==> config.mk <==
export PLATFORM = sky130hd
export DESIGN_NAME = decimal_bcd_encoder_reg_flat
export DESIGN_NICKNAME = d
export VERILOG_FILES = /design/src/rtl/decimal_bcd_encoder_reg_if.sv /design/src/rtl/decimal_bcd_encoder_reg.sv /design/src/flat_wrapper.sv
export SDC_FILE = /design/constraint.sdc
export NUM_CORES = 1
export LEC_CHECK = 0
export CAP_MARGIN = 20
export CORE_AREA = 5 5 42 44
export CTS_CLUSTER_DIAMETER = 80
export DETAILED_ROUTE_END_ITERATION = 6
export DIE_AREA = 0 0 47 49
export GPL_ROUTABILITY_DRIVEN = 0
export PLACE_DENSITY = 0.6
export RECOVER_POWER = 50
export SLEW_MARGIN = 20
export SYNTH_ARGS = -nofsm -noshare
export SYNTH_HDL_FRONTEND = slang
export SYNTH_SLANG_ARGS = --single-unit
export TNS_END_PERCENT = 50
==> constraint.sdc <==
create_clock -name clk -period 0.8 [get_ports clk]
set_clock_uncertainty 0.1 [all_clocks]
set_input_delay 0.24 -clock clk [delete_from_list [all_inputs] [get_ports clk]]
set_output_delay 0.24 -clock clk [all_outputs]
set_load 0.01 [all_outputs]
==> src/rtl/decimal_bcd_encoder_reg_if.sv <==
// Decimal select lines in, registered BCD digit with valid/err qualifiers out.
// The master drives D0..D9. The slave (the encoder) drives the registered results.
interface decimal_bcd_encoder_reg_if;
    logic D0, D1, D2, D3, D4, D5, D6, D7, D8, D9;
    logic A, B, C, D;
    logic valid;
    logic err;

    modport master (
        output D0, D1, D2, D3, D4, D5, D6, D7, D8, D9,
        input  A, B, C, D, valid, err
    );

    modport slave (
        input  D0, D1, D2, D3, D4, D5, D6, D7, D8, D9,
        output A, B, C, D, valid, err
    );
endinterface

==> src/rtl/decimal_bcd_encoder_reg.sv <==
// Registered 10-line decimal-to-BCD priority encoder. The highest set line wins.
// Define DEC_BCD_ONEHOT_CHECK_EN to register a multi-hot error flag; otherwise err is tied low.
module decimal_bcd_encoder_reg (
    input  logic                        clk,
    input  logic                        rst_n,
    decimal_bcd_encoder_reg_if.slave    bus
);

    logic [9:0] sel;
    logic [3:0] code_d, code_q;
    logic       valid_d, valid_q;

    assign sel = {bus.D9, bus.D8, bus.D7, bus.D6, bus.D5,
                  bus.D4, bus.D3, bus.D2, bus.D1, bus.D0};

    // Ascending scan, so the highest asserted index overwrites the lower ones.
    always_comb begin
        code_d  = 4'd0;
        valid_d = |sel;
        for (int i = 0; i < 10; i++) begin
            if (sel[i]) begin
                code_d = 4'(i);
            end
        end
    end

    always_ff @(posedge clk or negedge rst_n) begin
        if (!rst_n) begin
            code_q  <= 4'd0;
            valid_q <= 1'b0;
        end else begin
            code_q  <= code_d;
            valid_q <= valid_d;
        end
    end

`ifdef DEC_BCD_ONEHOT_CHECK_EN
    logic err_d, err_q;

    // Clearing the lowest set bit leaves something only when two or more lines are high.
    always_comb begin
        err_d = |(sel & (sel - 10'd1));
    end

    always_ff @(posedge clk or negedge rst_n) begin
        if (!rst_n) begin
            err_q <= 1'b0;
        end else begin
            err_q <= err_d;
        end
    end

    assign bus.err = err_q;
`else
    assign bus.err = 1'b0;
`endif

    assign bus.A     = code_q[3];
    assign bus.B     = code_q[2];
    assign bus.C     = code_q[1];
    assign bus.D     = code_q[0];
    assign bus.valid = valid_q;

endmodule

==> src/flat_wrapper.sv <==
// flat-port wrapper written by rule: the top's interface ports become plain ports
module decimal_bcd_encoder_reg_flat 
  (clk, rst_n, bus_D0, bus_D1, bus_D2, bus_D3, bus_D4, bus_D5, bus_D6, bus_D7, bus_D8, bus_D9, bus_A, bus_B, bus_C, bus_D, bus_valid, bus_err);
  decimal_bcd_encoder_reg_if bus_i ();
  input  logic clk;
  input  logic rst_n;
  input wire logic [$bits(bus_i.D0)-1:0] bus_D0;
  input wire logic [$bits(bus_i.D1)-1:0] bus_D1;
  input wire logic [$bits(bus_i.D2)-1:0] bus_D2;
  input wire logic [$bits(bus_i.D3)-1:0] bus_D3;
  input wire logic [$bits(bus_i.D4)-1:0] bus_D4;
  input wire logic [$bits(bus_i.D5)-1:0] bus_D5;
  input wire logic [$bits(bus_i.D6)-1:0] bus_D6;
  input wire logic [$bits(bus_i.D7)-1:0] bus_D7;
  input wire logic [$bits(bus_i.D8)-1:0] bus_D8;
  input wire logic [$bits(bus_i.D9)-1:0] bus_D9;
  output wire logic [$bits(bus_i.A)-1:0] bus_A;
  output wire logic [$bits(bus_i.B)-1:0] bus_B;
  output wire logic [$bits(bus_i.C)-1:0] bus_C;
  output wire logic [$bits(bus_i.D)-1:0] bus_D;
  output wire logic [$bits(bus_i.valid)-1:0] bus_valid;
  output wire logic [$bits(bus_i.err)-1:0] bus_err;
  assign bus_i.D0 = bus_D0;
  assign bus_i.D1 = bus_D1;
  assign bus_i.D2 = bus_D2;
  assign bus_i.D3 = bus_D3;
  assign bus_i.D4 = bus_D4;
  assign bus_i.D5 = bus_D5;
  assign bus_i.D6 = bus_D6;
  assign bus_i.D7 = bus_D7;
  assign bus_i.D8 = bus_D8;
  assign bus_i.D9 = bus_D9;
  assign bus_A = bus_i.A;
  assign bus_B = bus_i.B;
  assign bus_C = bus_i.C;
  assign bus_D = bus_i.D;
  assign bus_valid = bus_i.valid;
  assign bus_err = bus_i.err;
  decimal_bcd_encoder_reg u_core (.clk(clk), .rst_n(rst_n), .bus(bus_i));
endmodule
==> impl_metrics.toml, run 1 <==
[flow_run]
drv_cap = 0

[synthesis]
yosysTopAreaCell = "dfrtp_1"
yosys_warnings = 0
syn_area_um2 = 231.5
ys_seq_area_frac = 0.5405
yosysTopAreaCellShare = 0.5405
syn-instance-count = 22
yosysUniqueCellTypes = 13
synth.net_count = 34
syn_area_per_cell_um2 = 10.52
ys_ff_latch = 5
synthTopCellsByArea = "dfrtp_1 (54%), nor2_1 (8.1%), a221oi_2 (6.5%)"

[layout]
final_cell_count_no_fill = 59
nFillCells = 156
drive_above_1_share = 0.5116
multi_input_area_um2 = 106.4
regArea_um2 = 125.1
nNetsFinal = 56
syn_to_final_growth_pct = 80.54
n_antenna_cell = 0

[clocking]
cts_num_sinks = 5
cts_root_buffer = "clkbuf_4"
post-cts-setup-buffers = 0
cts_tree = "built"
numCtsBuffers = 3
cts.clk_slew.worst_paths_ns = 0.04
cts_max_path_buffers = 2
holdBufCountCts = 0
cts_max_level = 1

[worst_setup_path]
slowest_stage = "dfrtp_1"
cp-start-kind = "flop"
crit_arrival_ns = 0.72
worstSetupStartpoint = "u_core.code_q[1]"
cp_max_fo = 1
path_buf_inv = 1
cpPeakStageDelay_ns = 0.35
critical_path_required_ns = 0.46
critPathKind = "flop to output pin"
cp-end-kind = "output pin"
path_delay_family = "flip-flops"
path_cells = "buf_2"

[pwr]
power_density_mw_per_mm2 = 1598
peakVddDrop_mv = 0.3788
leakage_nw = 0.2063

[sta]
hold_ws_ns = 0.1403
fin_crit_ns = 1.061
fmax_mhz = 942.9
fin_crit_sh = 1.326
finalHoldViolCount = 0
layout_setup_ws_ns = -0.2606
rsz0062_at_grt = "yes"
setup_viol = 5
drv_slew = 0

[placement]
dp.cells = 55
pre_cts_ws_ns = -0.6813
numPortBuffers = 16

[drt]
dr.pass1.iters = 2
ant_nets = 0
drc = 0
vias_per_cell = 3.898
vias = 230
wire_per_inst_um = 9.644
drtIter0Drc = 2
routed_wl_um = 569

[worst_hold_path]
holdPathStages = 3
min_to = "u_core.bus.valid"
hold_start = "bus_D7"
hold_class = "input port to flop"

[floorplan]
die_w_um = 47
die_h_um = 49
start_util = 0.1652
rows = 14
fp.dieArea_mm2 = 0.002303
core_mm2 = 0.001401
ioPinCount = 18

[global_routing]
grtUsageTotal = 0.06454
grt-ovfl-total = 0
antenna_found_initial = 0
grt_pass1_wl_um = 952
grt_pass1_vias = 218
grt_max_degree = 6

[status]
violations = "negative setup slack"
outcome = "complete, but fails checks"
placed cells by master, fill, tap and decap left out:
| cell type | n |
|---|---|
| dlygate4sd2_1 | 2 |
| a221oi_2 | 1 |
| clkbuf_4 | 3 |
| clkbuf_1 | 1 |
| inv_2 | 1 |
| inv_1 | 2 |
| dlymetal6s2s_1 | 2 |
| buf_4 | 2 |
| o31ai_2 | 1 |
| nand4_1 | 1 |
| nor3_1 | 1 |
| dlygate4sd3_1 | 1 |
| a21oi_1 | 1 |
| conb_1 | 1 |
| nor2_4 | 1 |
| dfrtp_1 | 5 |
| o31a_1 | 1 |
| clkbuf_2 | 1 |
| buf_2 | 9 |
| nor4_4 | 1 |
| nor2_1 | 3 |
| buf_6 | 1 |
| nor2_2 | 1 |
what timing repair did:
action	CTS	global route
resized for setup	41	9
cloned	0	0
pin swaps	2	4
endpoints found under the setup margin	10	9
kinds of logic after synthesis:
group | count (synthesis) | share of synthesized area
simple gates | 8 | 0.1838
flops | 5 | 0.5405
buf+inv | 4 | 0.08109
other cells | 1 | 0.01620
compound gates | 4 | 0.1783
cells in the mapped netlist:
cell type,count
a21oi_1,1
a221oi_2,1
buf_4,1
conb_1,1
dfrtp_1,5
inv_1,2
inv_2,1
nand4_1,1
nor2_1,5
nor3_1,1
nor4_2,1
o31a_1,1
o31ai_2,1
state kept, by name, indices dropped and copies added (netlist names):
register          flops
u_core.bus.valid      1
u_core.code_q         4
metal layers:
metal	GRT usage	up-vias	wire length [um]
li1	-	115	-
met1	0.06742	98	190
met2	0.07919	15	263
met3	0.01845	2	95
met4	0.09677	0	20
met5	0	-	0
layout make-up:
| class | count | share of cell area |
|---|---|---|
| timing repair buffer | 18 | 0.3084 |
| sequential | 5 | 0.2994 |
| multi-input combinational | 13 | 0.2545 |
| clock buffer | 4 | 0.06287 |
| tap | 16 | 0.04790 |
| inverter | 3 | 0.02695 |
stage by stage:
stage	setup TNS (ns)	util	instance area (um2)	power [W]
4_1_cts	-1.647	0.3116	436.7	0.0006954
3_5_place_dp	-4.727	0.3107	435.4	0.0004234
2_1_floorplan	-0.04266	-	247.7	0.0003142
3_3_place_gp	-4.658	0.3107	435.4	0.0004215
6_report	-1.263	0.2982	417.9	0.0006679
5_1_grt	-1.479	0.2982	417.9	0.0007077
power by group:
part           total [W]  internal (W)  switching, W  leakage, nW
logic           0.000122     0.0000607     0.0000615        0.136
registers       0.000268      0.000266    0.00000221       0.0557
clock network   0.000278      0.000188     0.0000902       0.0150
how the worst max path moves through the flow:
| stage | to | slack, ns | cells past startpoint |
|---|---|---|---|
| global placement | u_core.code_q[0] | -0.67 | 4 |
| finish | bus_C | -0.26 | 1 |
| global route | bus_C | -0.29 | 1 |
| floorplan | u_core.bus.valid | -0.03 | 2 |
| CTS | bus_C | -0.28 | 1 |
| detailed placement | u_core.code_q[0] | -0.68 | 4 |
No activity file was read; power rests on OpenSTA's default activity.
==> run 2, diff against run 1 <==
Settings changed: SKIP_CTS_REPAIR_TIMING set to 1.
==> impl_metrics.toml, run 2 (synthesized netlist as in run 1, its figures left out) <==
[status]
outcome = "complete, but fails checks"
violations = "negative setup slack"

[worst_setup_path]
worstSetupStartpoint = "u_core.code_q[1]"
cp_max_fo = 1
cp-end-kind = "output pin"
cpPeakStageDelay_ns = 0.36
critPathKind = "flop to output pin"
cp-start-kind = "flop"
critical_path_required_ns = 0.46
cp_num_cells = 1
path_buf_inv = 1
slowest_stage = "dfrtp_1"
path_cells = "clkbuf_2"
critPathCapture = "bus_C"
path_delay_family = "flip-flops"
crit_arrival_ns = 0.71

[layout]
n_antenna_cell = 0
top_register = "u_core.code_q"
fin_util = 0.3170
layout_common_cells = "clkbuf_2 (7), dlymetal6s2s_1 (6), dfrtp_1 (5), nor2_1 (3), clkbuf_4 (3)"
final_common_cell = "clkbuf_2"
largest_register_ffs = 4
drive_above_1_share = 0.4186
nNetsFinal = 56
syn_to_final_growth_pct = 91.89
final_area_um2 = 444.2

[global_routing]
busiest_layer = "met4"
antenna_found_initial = 0
grt_pass1_vias = 223
met3_usage = 0.01845
grt_pass1_wl_um = 959
grt_use_met2 = 0.07919
grt-ovfl-total = 0
grt.met1_usage = 0.06742
grtUsageTotal = 0.06454
grt_max_degree = 6

[sta]
drv_slew = 0
setup_viol = 7
fin_crit_ns = 1.054
fmax_mhz = 949.2
rsz0062_at_grt = "yes"
layout_setup_ws_ns = -0.2535
fin_crit_sh = 1.317
finalHoldViolCount = 0

[pwr]
clkPwrFrac = 0.411
comb_power_share = 0.193
leakage_nw = 0.2402
power_density_mw_per_mm2 = 1524
peakVddDrop_mv = 0.3852
p_switching_w = 0.0001547
pwr-share-seq = 0.397
internal_power_w = 0.0005221
swShare = 0.2286

[floorplan]
rows = 14
start_util = 0.1652
core_mm2 = 0.001401
fp.dieArea_mm2 = 0.002303
die_w_um = 47
ioPinCount = 18
die_h_um = 49

[clocking]
cts.clk_slew.worst_paths_ns = 0.04
cts_max_path_buffers = 2
cts_num_sinks = 5
cts_tree = "built"
cts_root_buffer = "clkbuf_4"
numCtsBuffers = 3
cts_max_level = 1

[placement]
placed_area_um2 = 435.4
numPortBuffers = 16

[drt]
vias = 232
drc = 0
wire_per_inst_um = 9.831
ant_nets = 0
routed_wl_um = 580
drtIter0Drc = 2
vias_per_cell = 3.932
dr.pass1.iters = 2

[flow_run]
drv_cap = 0

[worst_hold_path]
hold_class = "input port to flop"
hold_start = "bus_D9"
==> run 2: worst min-delay path by stage <==
stage	slack [ns]	cells after the start	to
after detailed placement	0.37	1	u_core.code_q[3]
after CTS	0.11	1	u_core.bus.valid
after global placement	0.37	1	u_core.code_q[1]
after global routing	0.20	3	u_core.code_q[0]
after floorplan	-0.16	0	u_core.bus.valid
final	0.18	3	u_core.code_q[3]
==> run 2: per-stage QoR <==
step	hold slack [ns]	total power [W]	setup slack (ns)	instances	TNS, ns
6_report	0.1793	0.0006768	-0.2535	59	-1.561
5_1_grt	0.2035	0.0007156	-0.2782	59	-1.787
4_1_cts	0.1132	0.0007160	-0.6378	59	-4.759
3_5_place_dp	0.3685	0.0004234	-0.6813	55	-4.727
3_3_place_gp	0.3661	0.0004215	-0.6651	55	-4.658
2_1_floorplan	-0.1556	0.0003142	-0.02649	22	-0.04266
==> run 2: layout make-up <==
| cell class | instances | area [um2] |
|---|---|---|
| inverters | 3 | 11.26 |
| well taps | 16 | 20.02 |
| multi-input cells | 13 | 106.4 |
| clock buffers | 4 | 26.28 |
| repair buffers | 18 | 155.1 |
| fillers | 156 | 957.2 |
| flip-flops and latches | 5 | 125.1 |
==> run 2: per-layer routing <==
layer  vias to the layer above  wire length, um  part of all wire
met5                         -                0                 0
met4                         0               20             0.034
met3                         2               94              0.16
met2                        15              276              0.48
met1                       100              188              0.32
li1                        115                -                 -
==> run 2: power groups by stage <==
stage / sequential (W) / combinational (W) / clock (W)
2_1_floorplan: 0.000279 / 0.0000354 / 0
3_3_place_gp: 0.000271 / 0.000150 / 0
3_5_place_dp: 0.000272 / 0.000151 / 0
4_1_cts: 0.000268 / 0.000152 / 0.000296
5_1_grt: 0.000269 / 0.000143 / 0.000303
6_report: 0.000268 / 0.000130 / 0.000278
